File: src/rtl/msrv32_decode_queue.sv
// rtl/msrv32_decode_queue.sv - msrv32 decode stage with a DEPTH-entry decoded-instruction FIFO.
// Optional M-extension decode is enabled by defining MSRV32_MDU_EN.
module msrv32_decode_queue #(
  parameter int PC_W  = 32,
  parameter int DEPTH = 2
) (
  input  logic                       ms_riscv32_mp_clk_in,
  input  logic                       ms_riscv32_mp_rst_in,
  input  logic                       flush_in,
  input  logic                       instr_valid_in,
  output logic                       instr_ready_out,
  input  logic [31:0]                instr_in,
  input  logic [PC_W-1:0]            pc_in,
  output logic                       dec_valid_out,
  input  logic                       dec_ready_in,
  output logic [PC_W-1:0]            pc_out,
  output logic [4:0]                 rs1_addr_out,
  output logic [4:0]                 rs2_addr_out,
  output logic [4:0]                 rd_addr_out,
  output logic [2:0]                 wb_mux_sel_out,
  output logic [2:0]                 imm_type_out,
  output logic [3:0]                 alu_opcode_out,
  output logic                       alu_src_out,
  output logic                       iadder_src_out,
  output logic                       rf_wr_en_out,
  output logic                       csr_wr_en_out,
  output logic [2:0]                 csr_op_out,
  output logic                       mem_rd_out,
  output logic                       mem_wr_out,
  output logic [1:0]                 load_size_out,
  output logic                       load_unsigned_out,
  output logic                       illegal_instr_out,
  output logic                       muldiv_out,
  output logic [$clog2(DEPTH):0]     occupancy_out
);

  localparam int AW = $clog2(DEPTH);

`ifdef MSRV32_MDU_EN
  localparam logic MDU = 1'b1;
`else
  localparam logic MDU = 1'b0;
`endif

  typedef struct packed {
    logic [PC_W-1:0] pc;
    logic [4:0]      rs1;
    logic [4:0]      rs2;
    logic [4:0]      rd;
    logic [2:0]      wb_mux_sel;
    logic [2:0]      imm_type;
    logic [3:0]      alu_opcode;
    logic            alu_src;
    logic            iadder_src;
    logic            rf_wr_en;
    logic            csr_wr_en;
    logic [2:0]      csr_op;
    logic            mem_rd;
    logic            mem_wr;
    logic [1:0]      load_size;
    logic            load_unsigned;
    logic            illegal;
    logic            muldiv;
  } entry_t;

  entry_t      dec;
  entry_t      head;
  entry_t      mem [DEPTH];
  logic [AW:0] wptr;
  logic [AW:0] rptr;
  logic        full;
  logic        empty;
  logic        push;
  logic        pop;

  logic [6:0] opcode;
  logic [2:0] funct3;
  logic [6:0] funct7;
  logic       ill;
  logic       wr_req;
  logic       csr_req;
  logic       ld_req;
  logic       st_req;
  logic       md;

  assign opcode = instr_in[6:0];
  assign funct3 = instr_in[14:12];
  assign funct7 = instr_in[31:25];

  always_comb begin
    dec     = '0;
    ill     = 1'b0;
    wr_req  = 1'b0;
    csr_req = 1'b0;
    ld_req  = 1'b0;
    st_req  = 1'b0;
    md      = 1'b0;
    dec.pc            = pc_in;
    dec.rs1           = instr_in[19:15];
    dec.rs2           = instr_in[24:20];
    dec.rd            = instr_in[11:7];
    dec.csr_op        = funct3;
    dec.load_size     = funct3[1:0];
    dec.load_unsigned = funct3[2];
    dec.alu_opcode    = {1'b0, funct3};
    // Full 7-bit match so opcode[1:0] != 11 falls into the illegal default.
    case (opcode)
      7'b0110011: begin
        md = MDU && (funct7 == 7'b0000001);
        dec.alu_opcode = {funct7[5], funct3};
        dec.alu_src    = 1'b1;
        wr_req         = 1'b1;
        ill = !((funct7 == 7'b0000000) ||
                (funct7 == 7'b0100000 && (funct3 == 3'b000 || funct3 == 3'b101)) || md);
      end
      7'b0010011: begin
        dec.imm_type   = 3'b001;
        dec.alu_opcode = {(funct3 == 3'b101) & funct7[5], funct3};
        wr_req         = 1'b1;
        ill = (funct3 == 3'b001 && funct7 != 7'b0000000) ||
              (funct3 == 3'b101 && funct7 != 7'b0000000 && funct7 != 7'b0100000);
      end
      7'b0000011: begin
        dec.wb_mux_sel = 3'b001;
        dec.imm_type   = 3'b001;
        dec.iadder_src = 1'b1;
        wr_req         = 1'b1;
        ld_req         = 1'b1;
        ill = (funct3 == 3'b011) || (funct3 == 3'b110) || (funct3 == 3'b111);
      end
      7'b0100011: begin
        dec.imm_type   = 3'b010;
        dec.iadder_src = 1'b1;
        st_req         = 1'b1;
        ill = (funct3 > 3'b010);
      end
      7'b1100011: begin
        dec.imm_type = 3'b011;
        ill = (funct3 == 3'b010) || (funct3 == 3'b011);
      end
      7'b1100111: begin
        dec.wb_mux_sel = 3'b101;
        dec.imm_type   = 3'b001;
        dec.iadder_src = 1'b1;
        wr_req         = 1'b1;
        ill = (funct3 != 3'b000);
      end
      7'b1101111: begin
        dec.wb_mux_sel = 3'b101;
        dec.imm_type   = 3'b101;
        wr_req         = 1'b1;
      end
      7'b0110111: begin
        dec.wb_mux_sel = 3'b010;
        dec.imm_type   = 3'b100;
        wr_req         = 1'b1;
      end
      7'b0010111: begin
        dec.wb_mux_sel = 3'b011;
        dec.imm_type   = 3'b100;
        wr_req         = 1'b1;
      end
      7'b0001111: begin
        dec.imm_type = 3'b001;
      end
      7'b1110011: begin
        dec.wb_mux_sel = 3'b100;
        dec.imm_type   = 3'b110;
        csr_req        = (funct3 != 3'b000) && (funct3 != 3'b100);
        wr_req         = csr_req;
        ill = (funct3 == 3'b100);
      end
      default: ill = 1'b1;
    endcase
    dec.illegal   = ill;
    dec.muldiv    = md;
    dec.rf_wr_en  = wr_req & (dec.rd != 5'd0) & ~ill;
    dec.csr_wr_en = csr_req & ~ill;
    dec.mem_rd    = ld_req & ~ill;
    dec.mem_wr    = st_req & ~ill;
  end

  assign full  = (wptr[AW] != rptr[AW]) && (wptr[AW-1:0] == rptr[AW-1:0]);
  assign empty = (wptr == rptr);
  assign push  = instr_valid_in & ~full & ~flush_in;
  assign pop   = ~empty & dec_ready_in & ~flush_in;

  always_ff @(posedge ms_riscv32_mp_clk_in or posedge ms_riscv32_mp_rst_in) begin
    if (ms_riscv32_mp_rst_in) begin
      wptr <= '0;
      rptr <= '0;
    end else if (flush_in) begin
      wptr <= '0;
      rptr <= '0;
    end else begin
      if (push) wptr <= wptr + 1'b1;
      if (pop)  rptr <= rptr + 1'b1;
    end
  end

  // Payload storage needs no reset: outputs are masked whenever the queue is empty.
  always_ff @(posedge ms_riscv32_mp_clk_in) begin
    if (push) mem[wptr[AW-1:0]] <= dec;
  end

  assign head            = empty ? '0 : mem[rptr[AW-1:0]];
  assign instr_ready_out = ~full;
  assign dec_valid_out   = ~empty;
  assign occupancy_out   = wptr - rptr;

  assign pc_out            = head.pc;
  assign rs1_addr_out      = head.rs1;
  assign rs2_addr_out      = head.rs2;
  assign rd_addr_out       = head.rd;
  assign wb_mux_sel_out    = head.wb_mux_sel;
  assign imm_type_out      = head.imm_type;
  assign alu_opcode_out    = head.alu_opcode;
  assign alu_src_out       = head.alu_src;
  assign iadder_src_out    = head.iadder_src;
  assign rf_wr_en_out      = head.rf_wr_en;
  assign csr_wr_en_out     = head.csr_wr_en;
  assign csr_op_out        = head.csr_op;
  assign mem_rd_out        = head.mem_rd;
  assign mem_wr_out        = head.mem_wr;
  assign load_size_out     = head.load_size;
  assign load_unsigned_out = head.load_unsigned;
  assign illegal_instr_out = head.illegal;
  assign muldiv_out        = head.muldiv;

endmodule

File: config.mk
export PLATFORM = sky130hd
export DESIGN_NAME = msrv32_decode_queue
export DESIGN_NICKNAME = d
export VERILOG_FILES = /design/src/rtl/msrv32_decode_queue.sv
export SDC_FILE = /design/constraint.sdc
export NUM_CORES = 1
export LEC_CHECK = 0
export ABC_AREA = 1
export BUFFER_PORTS_ARGS = -buffer_cell sky130_fd_sc_hd__buf_2
export CAP_MARGIN = 20
export CORE_MARGIN = 8
export CORE_UTILIZATION = 35
export CTS_CLUSTER_DIAMETER = 200
export DETAILED_ROUTE_END_ITERATION = 10
export GPL_TIMING_DRIVEN = 0
export PLACE_DENSITY = 0.62
export SYNTH_ARGS = -nofsm -noshare
export SYNTH_HDL_FRONTEND = slang
export SYNTH_SLANG_ARGS = --single-unit
File: constraint.sdc
create_clock -name ms_riscv32_mp_clk_in -period 7.6 [get_ports ms_riscv32_mp_clk_in]
set_input_delay 1.14 -clock ms_riscv32_mp_clk_in [delete_from_list [all_inputs] [get_ports ms_riscv32_mp_clk_in]]
set_output_delay 1.14 -clock ms_riscv32_mp_clk_in [all_outputs]
set_load 0.01 [all_outputs]
**Word-level counts from Yosys, hierarchy flattened**

Memory sizes are Yosys's and may differ from the RTL's.
Cells that the tools add are included.
Widths: inputs -> output; s select.

- Add/sub/neg operators: 3
- Order comparisons: 1
- Eq/ne operators: 24
- Multiplexer cells: 17
- Bitwise gates (word level): 14
- Reduce and logical (&&, ||, !) cells: 26

Operator list:

| kind | number |
|---|---|
| $mux 71 | 1 |
| $eq 7x6->1 const B | 4 |
| $eq 7x7->1 const B | 4 |
| $pmux 3 s6 | 1 |
| $pmux 3 s5 | 1 |
| $eq 7x5->1 const B | 2 |
| $eq 3x3->1 const B | 4 |
| $and 1x1->1 | 10 |
| $mux 2 | 4 |
| $pmux 1 s8 | 1 |
| $pmux 4 s2 | 1 |
| $reduce_or 4->1 | 2 |
| $eq 7x2->1 const B | 1 |
| $eq 7x4->1 const B | 1 |
| $logic_not 7->1 | 1 |
| $mux 1 | 7 |
| $ne 7x6->1 const B | 1 |
| $reduce_bool 7->1 | 1 |
| $reduce_or 7->1 | 1 |
| $eq 3x2->1 const B | 2 |
| $logic_and 1x1->1 | 6 |
| $logic_or 1x1->1 | 6 |
| $reduce_bool 5->1 | 1 |
| $add 2x1->2 const B | 2 |
| 15 further kinds | 20 |

- Flip-flop bits (word level): 4
- RAM bits: 140
- Input bits: 69
- Logic and storage cells: 88
- Memories kept: 1

Memory list:

| name | words | bits a word | rd ports | clocked after memory_dff | write ports | RTL line | text |
|---|---|---|---|---|---|---|---|
| mem | 2 | 70 | 1 | 0 | 1 | 68 | `entry_t mem [DEPTH];` |

**Longest topological paths before layout**

Gate-level depths: netlist of run 1.

- Word-level depth: 8
- Mapped depth: 10

**Worst setup path after synthesis of run 1**

Ideal clock, no wire load.

- Kind: input port to flip-flop
- From: input port instr_valid_in
- To: memory mem[1][0] in the netlist's numbering (enable)
- Library setup time: 0.565 ns
- Data arrival time: 5.598 ns
- Required time: 7.035 ns
- Path slack: 1.438 ns
- Stages: 2
- Buffers on the path: 0
- Cells stage by stage: nand2_1 nor3_1

- Cells in the longest elaborated chain, start to end: 4

Ends and longest elaborated chain:

| element | RTL line | text |
|---|---|---|
| from (decl) | 10 | `input logic instr_valid_in,` |
| $and 1x1->1 (2 in series) | 185 | `assign push = instr_valid_in & ~full & ~flush_in;` |
| $mux 1 | 203 | `if (push) mem[wptr[AW-1:0]] <= dec;` |
| $mux 1 (not written as such) | 203 |  |
| to (decl) | 68 |  |

No other way between the ends.

**Final worst setup path of run 1**

- From: register wptr[0]
- To: output port load_size_out[1]

- Cells in the longest elaborated chain, start to end: 2

Ends and longest elaborated chain:

| element | RTL line | text |
|---|---|---|
| from (decl) | 69 | `logic [AW:0] wptr;` |
| from (signal assigned) | 196 | `if (push) wptr <= wptr + 1'b1;` |
| $eq 2x2->1 | 184 | `assign empty = (wptr == rptr);` |
| $mux 71 | 206 | `assign head = empty ? '0 : mem[rptr[AW-1:0]];` |
| to (decl) | 30 | `output logic [1:0] load_size_out,` |

No other way between the ends.

==> flow_summary_export.csv, run 1 <==
group,metric,value,unit
floorplan,initial_core_util,35.3,%
floorplan,rows,48,
synth,async_flop_share,3.03,%
clock_network,cts.sinks,132,
clock_network,clk_path_buf_depth,2,
clock_network,ctsResizeCount,0,
floorplan,coreArea,17000,um^2
cells_and_area,finalNonFillerCells,891,
timing,fin_ws,4.28,ns
timing,min_period,3.32,ns
cells_and_area,final_core_util,44.7,%
critical_path,cp-start-kind,"flip-flop",
clock_network,cts_hold_buf,0,
critical_path,crit_path_start,"wptr[0]",
clock_network,cts_root_buf,"clkbuf_16",
synth,synth_fp_nets,559,
cells_and_area,nFillCells,1625,
synth,postSynthAreaPerCell,12.3,um^2
timing,max_slew_margin,40.6,%
place,dp_hpwl,9540,um
timing,fmaxAchievable,0.301,GHz
synth,synthTopCellsByCount,"128 x edfxtp_1, 89 x inv_1, 87 x nand2_1",
critical_path,cp.required,6.46,ns
global_routing,overflow,0,
clock_network,clock_latency,0.40,ns
synth,syn_area,6000,um^2
synth,yosysSeqAreaShare,65.8,%
synth,synth_seq_cells,132,
detailed_routing,drt-wirelength-per-cell,14.7,um
outcome,status,"complete, no violations",
synth,synthMostInstantiatedCell,"edfxtp_1",
timing,hold_violations,0,
synth,synth_top_area_share,64.1,%
synth,yosysTopAreaCell,"edfxtp_1",
timing,setup-violations-final,0,
global_routing,grt_pass1_wl,21200,um
timing,worstMarginPinSlew,0.891,ns
clock_network,postCtsSetupBuffers,0,
synth,yosys-top-cells-area,"edfxtp_1 64%, mux2_2 12%, inv_1 5.6%, nand2_1 5.4%, nor2_1 2.0%",
place,numPortBuffers,142,
synth,synth_ff_type,"edfxtp_1",
critical_path,cp.arrival,2.18,ns
cells_and_area,layout-drive-gt1-share,42.3,%
synth,synth.distinct_cells,32,
timing,maxSlewViolCount,0,
clock_network,cts_tree,"built",
place,gp_congestion,0.955,
clock_network,htreeDepth,4,
timing,rsz0062_at_grt,"false",
floorplan,die_h,147,um
floorplan,die_area,21600,um^2
clock_network,cts_buffers,17,
floorplan,dieWidth,147,um
timing,skew,0.00621,ns
synth,synthCells,489,
detailed_routing,via_per_inst,4.41,
cells_and_area,antennaDiodeCount,0,
min_path,min_from,"wptr[0]",
global_routing,grt_max_degree,65,
cells_and_area,nets,726,
detailed_routing,drt_iter0_drc,131,
detailed_routing,detail-route-antenna-nets,0,
detailed_routing,via_count,3928,
detailed_routing,drc,0,
critical_path,r2r_start,"wptr[0]",
cells_and_area,area_delta_synth_final,26.7,%
detailed_routing,first_pass_iters,5,
synth,ys_warn_count,0,
global_routing,grt_pass1_vias,4310,
critical_path,critPathCaptureType,"output pin",
global_routing,antenna_found_initial,1,
power_and_ir_drop,p_leak,3.57,nW
timing,fin_crit_sh,43.7,%
global_routing,grtUsageTotal,12.6,%
min_path,hp-class,"reg2reg",
run,cap_violations,0,
place,place_inst,862,
clock_network,clk_pin_slew,0.05,ns
critical_path,critPathMaxFanout,10,
place,pre_cts_slack,4.70,ns
detailed_routing,drt-total-wl,13100,um
synth,synth_edf_count,128,
cells_and_area,fin_area,7600,um^2
power_and_ir_drop,ir_drop,186,uV
power_and_ir_drop,p_per_area,287,nW/um^2
place,placed_cell_area,7070,um^2
critical_path,path_class,"reg2out",
timing,holdWs,0.579,ns
floorplan,ios,144,
cell usage in the layout (no fill, tap or decap), drive strengths merged:
cell	n
a211oi	1
a21oi	4
a31oi	1
and2	1
buf	168
bufinv	2
clkbuf	23
clkinv	6
conb	1
dfrtp	4
edfxtp	128
ha	1
inv	96
mux2	64
nand2	101
nand3	17
nand4	1
nor2	34
nor3	4
o21ai	4
o31ai	1
or2	1
xnor2	1
xor2	2
worst paths after layout:
check                      slack [ns]               end  cells after the start
setup / recovery                 4.28  load_size_out[1]                     10
hold / removal                   0.58           wptr[0]                      2
setup reg to reg                 5.14        mem[1][57]                      7
hold reg to reg                  0.58           wptr[0]                      2
max in group asynchronous        6.83           rptr[1]                      2
min in group asynchronous        0.61           wptr[0]                      2
cell families (layout without fill, tap and decap cells):
family | after synthesis | count (layout) | share of synthesized area, %
other cells | 1 | 1 | 0.0625
buf+inv | 118 | 295 | 8.99
mux | 64 | 64 | 12.0
fa+ha+maj | 1 | 1 | 0.209
flops | 132 | 132 | 65.8
simple gates | 159 | 159 | 11.4
compound gates | 11 | 11 | 1.02
xor+xnor | 3 | 3 | 0.564
registers in the layout, indices dropped and copies added, names as in the netlist:
register	cells
mem	128
wptr	2
rptr	2
power by group:
part,switching (W),internal [W]
Combinational,0.000331,0.000253
Clock,0.000270,0.000471
Sequential,0.0000108,0.000846
routing by layer:
| metal | vias to the layer above | routed length [um] | track usage [%] |
|---|---|---|---|
| met5 | - | 13 | 0 |
| met1 | 1875 | 5480 | 14.1 |
| met4 | 2 | 87 | 3.40 |
| met3 | 9 | 870 | 4.83 |
| met2 | 116 | 6630 | 21.8 |
| li1 | 1926 | - | - |
worst max-delay path: stages, from the launching register on:
cell,delay (ns)
dfrtp_1,0.39
inv_1,0.10
ha_1,0.30
inv_1,0.05
or2_1,0.23
buf_6,0.14
buf_2,0.19
nand2_1,0.08
inv_1,0.06
buf_4,0.12
buf_2,0.13
layout make-up:
cell class | instances | area (um^2) | share of cell area, %
plain buffers | 22 | 179 | 2.35
multi-input cells | 239 | 1520 | 20.0
inverters | 96 | 363 | 4.78
well taps | 225 | 282 | 3.70
clock buffers | 21 | 440 | 5.80
repair buffers | 148 | 786 | 10.3
flip-flops and latches | 132 | 3940 | 51.9
clock inverters | 8 | 87.6 | 1.15
per-stage QoR:
step | TNS, ns | power (W)
after floorplan | 0 | 0.00124
after global placement | -89.54 | 0.00146
after detailed placement | 0 | 0.00147
after CTS | 0 | 0.00222
after global routing | 0 | 0.00231
final | 0 | 0.00218
Power figures use the tool's default switching activity.
==> inputs of run 2 (changes only) <==
--- a/config.mk
+++ b/config.mk
@@ -5,7 +5,7 @@
 export SDC_FILE = /design/constraint.sdc
 export NUM_CORES = 1
 export LEC_CHECK = 0
-export ABC_AREA = 1
+export ABC_AREA = 0
 export BUFFER_PORTS_ARGS = -buffer_cell sky130_fd_sc_hd__buf_2
 export CAP_MARGIN = 20
 export CORE_MARGIN = 8
@@ -13,7 +13,7 @@
 export CTS_CLUSTER_DIAMETER = 200
 export DETAILED_ROUTE_END_ITERATION = 10
 export GPL_TIMING_DRIVEN = 0
-export PLACE_DENSITY = 0.62
+export PLACE_DENSITY = 0.63
 export SYNTH_ARGS = -nofsm -noshare
 export SYNTH_HDL_FRONTEND = slang
 export SYNTH_SLANG_ARGS = --single-unit
==> constraint.sdc (replaced) <==
create_clock -name ms_riscv32_mp_clk_in -period 3.2 [get_ports ms_riscv32_mp_clk_in]
set_input_delay 0.48 -clock ms_riscv32_mp_clk_in [delete_from_list [all_inputs] [get_ports ms_riscv32_mp_clk_in]]
set_output_delay 0.48 -clock ms_riscv32_mp_clk_in [all_outputs]
set_load 0.01 [all_outputs]
==> run 2 against run 1 <==
  * Sequential share of layout area grew 1.1 points
  * Synthesized cell count decreased by 21%
  * First-iteration DRC count grew 12%
  * Die area fell by 5.2%
  * Non-clock buffer count is 9 higher
  * Count of clock-buffer cells in the layout up 3
  * Largest power group is now combinational cells
  * Total power rose to 2.9 times the previous value
==> flow_summary_export.csv, run 2 <==
group,metric,value,unit
critical_path,cp-start-kind,"flip-flop",
synth,ys_warn_count,0,
detailed_routing,first_pass_iters,4,
synth,synth-compound-area-share,3.44,%
timing,min_period,2.89,ns
synth,synthMostInstantiatedCell,"edfxtp_1",
clock_network,ctsResizeCount,0,
cells_and_area,area_delta_synth_final,31.8,%
cells_and_area,final_core_util,47.0,%
global_routing,grt_pass1_vias,3892,
power_and_ir_drop,p_leak,2.88,nW
floorplan,initial_core_util,35.7,%
min_path,min_from,"pc_in[9]",
cells_and_area,final_common_cell,"buf_2",
critical_path,critPathCaptureType,"output pin",
timing,fmaxAchievable,0.346,GHz
cells_and_area,fin_area,7440,um^2
synth,synth_top_area_share,68.1,%
timing,skew,0.00708,ns
cells_and_area,layout_common_cells,"153 x buf_2, 128 x edfxtp_1, 80 x nor2_1",
synth,synthSimpleGateAreaFrac,10.0,%
detailed_routing,via_per_inst,4.67,
timing,hold_violations,0,
floorplan,die_area,20400,um^2
critical_path,crit_path_start,"wptr[0]",
critical_path,slowest_stage,"clkbuf_1",
cells_and_area,antennaDiodeCount,0,
critical_path,r2r_start,"wptr[0]",
synth,synth_fp_nets,457,
synth,synth.distinct_cells,43,
floorplan,die_h,143,um
timing,fin_ws,0.309,ns
cells_and_area,nFillCells,1419,
clock_network,cts.sinks,132,
cells_and_area,multi_input_area,1510,um^2
critical_path,critPathMaxFanout,10,
synth,synth_top_family_by_area,"multiplexers",
place,pre_cts_slack,0.572,ns
critical_path,r2r_slack,0.62,ns
synth,synth_xor_xnor_area_share,1.24,%
clock_network,cts_tree,"built",
power_and_ir_drop,p_per_area,860,nW/um^2
critical_path,reg2reg_depth,7,
detailed_routing,via_count,3665,
cells_and_area,nets,626,
clock_network,cts_buffers,17,
place,gp_congestion,0.831,
detailed_routing,detail-route-antenna-nets,0,
floorplan,ios,144,
synth,yosys-top-cells-area,"edfxtp_1 68%, mux2i_1 11%, nor2_1 5.3%, dfrtp_1 1.8%, buf_4 1.2%",
outcome,status,"complete, no violations",
clock_network,postCtsSetupBuffers,0,
run,cap_violations,0,
timing,setup-violations-final,0,
cells_and_area,largest_reg_flops,128,
synth,synth_ff_type,"edfxtp_1",
synth,yosysTopAreaCell,"edfxtp_1",
critical_path,cp.arrival,2.41,ns
synth,synth_seq_cells,132,
clock_network,clk_path_buf_depth,2,
critical_path,path_class,"reg2out",
place,numPortBuffers,141,
synth,yosysSeqAreaShare,69.9,%
cells_and_area,seq_area,3940,um^2
detailed_routing,drt-total-wl,13100,um
synth,synth_mux_area_share,11.3,%
timing,maxSlewViolCount,0,
clock_network,htreeDepth,4,
clock_network,cts_root_buf,"clkbuf_16",
floorplan,dieWidth,143,um
critical_path,cp_cell_sequence,"inv_1 > ha_1 > inv_1 > nor2_1 > clkbuf_1 > nor2_1 > buf_4 > buf_2",
synth,synthCells,387,
timing,max_slew_margin,48.7,%
detailed_routing,drt-wirelength-per-cell,16.7,um
detailed_routing,drc,0,
timing,holdWs,0.251,ns
floorplan,coreArea,15800,um^2
synth,syn_area,5650,um^2
detailed_routing,drt_iter0_drc,147,
synth,synthAdderAreaFrac,0.222,%
synth,synthTopCellsByCount,"128 x edfxtp_1, 80 x nor2_1, 64 x mux2i_1",
clock_network,clock_latency,0.42,ns
cells_and_area,layout-drive-gt1-share,37.6,%
place,placed_cell_area,6840,um^2
min_path,hold_path_depth,1,
global_routing,overflow,0,
timing,fin_crit_sh,90.3,%
global_routing,grt_max_degree,18,
global_routing,antenna_found_initial,0,
timing,worstMarginPinSlew,0.768,ns
critical_path,r2r-end,"mem[0][46]",
critical_path,worst_path_largest_cell_delay,0.43,ns
synth,async_flop_share,3.03,%
critical_path,cp.required,2.72,ns
timing,fin_tns_setup,0,ns
place,dp_hpwl,9620,um
global_routing,grt_pass1_wl,20100,um
min_path,hp-class,"in2reg",
power_and_ir_drop,ir_drop,392,uV
min_path,holdPathEnd,"mem[1][47]",
global_routing,grtUsageTotal,13.1,%
floorplan,rows,46,
timing,rsz0062_at_grt,"false",
synth,postSynthAreaPerCell,14.6,um^2
clock_network,clk_pin_slew,0.06,ns
synth,synth_edf_count,128,
run 2: stage by stage:
stage,std cells,total power [W]
after floorplan,387,0.00360
after global placement,744,0.00450
after detailed placement,752,0.00458
after CTS,785,0.00652
after global routing,785,0.00676
final,785,0.00640
run 2: power breakdown:
group	internal, W	total [W]	leakage, nW	switching [W]
clock network	0.00123	0.00192	0.286	0.000690
logic	0.00101	0.00238	1.36	0.00137
registers	0.00206	0.00210	1.24	0.0000400
run 2: cell type report:
| type | instances | share of cell area (%) |
|---|---|---|
| multi-input cells | 221 | 20.3 |
| repair buffers | 150 | 12.2 |
| well taps | 216 | 3.63 |
| clock inverters | 8 | 1.33 |
| plain buffers | 29 | 2.62 |
| flip-flops and latches | 132 | 53.0 |
| clock buffers | 24 | 6.61 |
| inverters | 5 | 0.252 |
run 2: worst max-delay path, delay by kind of cell (launching register included):
kind | cells | cell delay, ns
AND/OR/NAND/NOR | 2 | 0.31
adder cells (fa/ha/maj) | 1 | 0.32
buffers and inverters | 5 | 0.96
flip-flops | 1 | 0.41
run 2: repair_timing:
action                                  CTS  global route
endpoints found under the hold margin     4             0
hold buffers                              1             0
endpoints found under the setup margin    0             0
run 2: worst max path at each step:
stage / slack, ns / to
floorplan: -0.84 / mem[0][0]
global placement: -2.35 / mem[1][28]
detailed placement: 0.57 / mem[0][47]
CTS: 0.25 / load_size_out[0]
global route: 0.12 / csr_op_out[0]
finish: 0.31 / load_size_out[0]
run 2: metal layers:
| metal | global-route usage [%] | vias up | routed length (um) |
|---|---|---|---|
| met5 | 0 | - | 0 |
| li1 | - | 1760 | - |
| met2 | 22.1 | 101 | 6660 |
| met1 | 14.7 | 1783 | 5480 |
| met3 | 4.44 | 21 | 777 |
| met4 | 5.59 | 0 | 221 |
run 2: cells by family (layout without fill, tap and decap cells):
group           Yosys count  count (layout)
fa+ha+maj                 1               1
mux                      64              64
other cells               1               1
buf+inv                  34             216
simple gates            119             119
flops                   132             132
xor+xnor                  8               8
compound gates           28              28
==> inputs of run 3 (changes only) <==
--- a/config.mk
+++ b/config.mk
@@ -13,6 +13,7 @@
 export CTS_CLUSTER_DIAMETER = 200
 export DETAILED_ROUTE_END_ITERATION = 10
 export GPL_TIMING_DRIVEN = 0
+export MAX_ROUTING_LAYER = met4
 export PLACE_DENSITY = 0.63
 export SYNTH_ARGS = -nofsm -noshare
 export SYNTH_HDL_FRONTEND = slang
==> run 3 against run 2 <==
  * Final area fell by 1.1%
  * Register-to-register slack got worse by 0.06 ns
  * Combinational power about the same
  * Worst hold slack improved by 0.0068 ns
  * Clock power is 6% lower
  * Clock skew about the same
  * Sequential power about the same
  * Sequential cell count unchanged
  * Count of clock-buffer cells in the layout fell by 5
  * Critical path depth unchanged
  * Largest cell class unchanged
==> flow_summary_export.csv, run 3 (synthesized netlist as in run 2, its figures left out) <==
group,metric,value,unit
global_routing,grt_max_degree,20,
global_routing,grt_pass1_vias,3837,
power_and_ir_drop,ir_drop,347,uV
power_and_ir_drop,p_per_area,853,nW/um^2
critical_path,critPathMaxFanout,10,
clock_network,cts_buffers,17,
critical_path,critPathCaptureType,"output pin",
min_path,hp-class,"in2reg",
global_routing,grtUsageTotal,13.4,%
min_path,min_from,"instr_in[19]",
cells_and_area,area_delta_synth_final,30.3,%
cells_and_area,layout_common_cells,"153 x buf_2, 128 x edfxtp_1, 80 x nor2_1",
timing,fin_crit_sh,89.7,%
clock_network,clk_pin_slew,0.05,ns
timing,min_period,2.87,ns
global_routing,overflow,0,
detailed_routing,first_pass_iters,4,
cells_and_area,nFillCells,1445,
detailed_routing,drt-total-wl,13100,um
place,numPortBuffers,141,
place,place_inst,751,
clock_network,cts_tree,"built",
place,dp_hpwl,9490,um
floorplan,dieWidth,143,um
global_routing,antenna_found_initial,0,
global_routing,grt_pass1_wl,20000,um
power_and_ir_drop,p_total,0.00627,W
cells_and_area,finalNonFillerCells,784,
cells_and_area,multi_input_area,1510,um^2
detailed_routing,detail-route-antenna-nets,0,
cells_and_area,final_common_cell,"buf_2",
floorplan,die_area,20400,um^2
detailed_routing,drt_iter0_drc,147,
timing,hold_violations,0,
critical_path,r2r_start,"wptr[0]",
power_and_ir_drop,p_leak,2.85,nW
critical_path,cp.arrival,2.39,ns
clock_network,cts.sinks,132,
detailed_routing,drt-wirelength-per-cell,16.7,um
timing,max_slew_margin,32.1,%
cells_and_area,largest_reg_flops,128,
timing,skew,0.00675,ns
cells_and_area,seq_area,3940,um^2
timing,rsz0062_at_grt,"false",
cells_and_area,nets,625,
cells_and_area,final_core_util,46.5,%
clock_network,cts_root_buf,"clkbuf_16",
cells_and_area,layout-drive-gt1-share,37.0,%
timing,fmaxAchievable,0.348,GHz
floorplan,rows,46,
floorplan,coreArea,15800,um^2
floorplan,ios,144,
place,gp_congestion,0.855,
timing,setup-violations-final,0,
critical_path,crit_path_start,"wptr[0]",
detailed_routing,via_per_inst,4.60,
floorplan,die_h,143,um
critical_path,cp.required,2.72,ns
run,cap_violations,0,
critical_path,cp-start-kind,"flip-flop",
timing,worstMarginPinSlew,1.02,ns
detailed_routing,via_count,3605,
timing,holdWs,0.257,ns
outcome,status,"complete, no violations",
detailed_routing,drc,0,
clock_network,ctsResizeCount,0,
clock_network,clk_path_buf_depth,2,
cells_and_area,antennaDiodeCount,0,
clock_network,htreeDepth,4,
critical_path,path_class,"reg2out",
clock_network,clock_latency,0.41,ns
timing,maxSlewViolCount,0,
floorplan,initial_core_util,35.7,%
run 3: cell count changes in the layout (fill, tap and decap cells not counted), sizes merged:
cell | before | now
clkinv | 4 | 10
clkbuf | 27 | 22
buf | 175 | 174
clkinvlp | 2 | 1
run 3: worst paths after layout:
path                       slack, ns  depth (start not counted)               end
min                             0.26                          1        mem[1][37]
max in group asynchronous       2.54                          3           wptr[1]
min in group asynchronous       0.51                          3           rptr[0]
min reg2reg                     0.63                          2           rptr[1]
max                             0.33                          8  load_size_out[0]
max reg2reg                     0.56                          6        mem[1][36]
run 3: worst max-delay path, stage by stage, from the launching register on:
cell and delay [ns]:
dfrtp_1 0.41, inv_1 0.13, ha_1 0.32, inv_1 0.11
nor2_1 0.16, clkbuf_1 0.41, nor2_1 0.15, buf_4 0.16
buf_2 0.13
run 3: area by class of cell:
cell class                      instances  area share [%]
Buffer                                 29            2.65
Clock buffer                           19            5.88
Clock inverter                         13            1.58
Inverter                                5           0.255
Multi-Input combinational cell        221            20.5
Sequential cell                       132            53.6
Tap cell                              216            3.67
Timing Repair Buffer                  149            11.8
run 3: where the power goes:
part / internal [W] / switching [W] / leakage, nW
clock network: 0.00113 / 0.000670 / 0.270
registers: 0.00206 / 0.0000392 / 1.24
logic: 0.000997 / 0.00138 / 1.34
run 3: metrics by stage:
stage          TNS [ns]  worst slack, ns  area, um^2
3_3_place_gp    -307.47            -2.41        6630
3_5_place_dp          0            0.551        6800
4_1_cts               0            0.286        7360
5_1_grt               0            0.104        7360
6_report              0            0.329        7360
2_1_floorplan   -107.40           -0.839        5660
run 3: routing by layer:
metal | part of all wire, % | track usage (%)
met3 | 4.5 | 4.24
met1 | 44 | 14.9
met5 | 0 | -
met2 | 51 | 22.1
met4 | 1.3 | 5.20
run 3: timing repair:
| item | in CTS | in global routing |
|---|---|---|
| setup buffers | 0 | 0 |
| hold endpoints to repair | 4 | 0 |
| endpoints found under the setup margin | 0 | 0 |
| hold buffers | 1 | 0 |
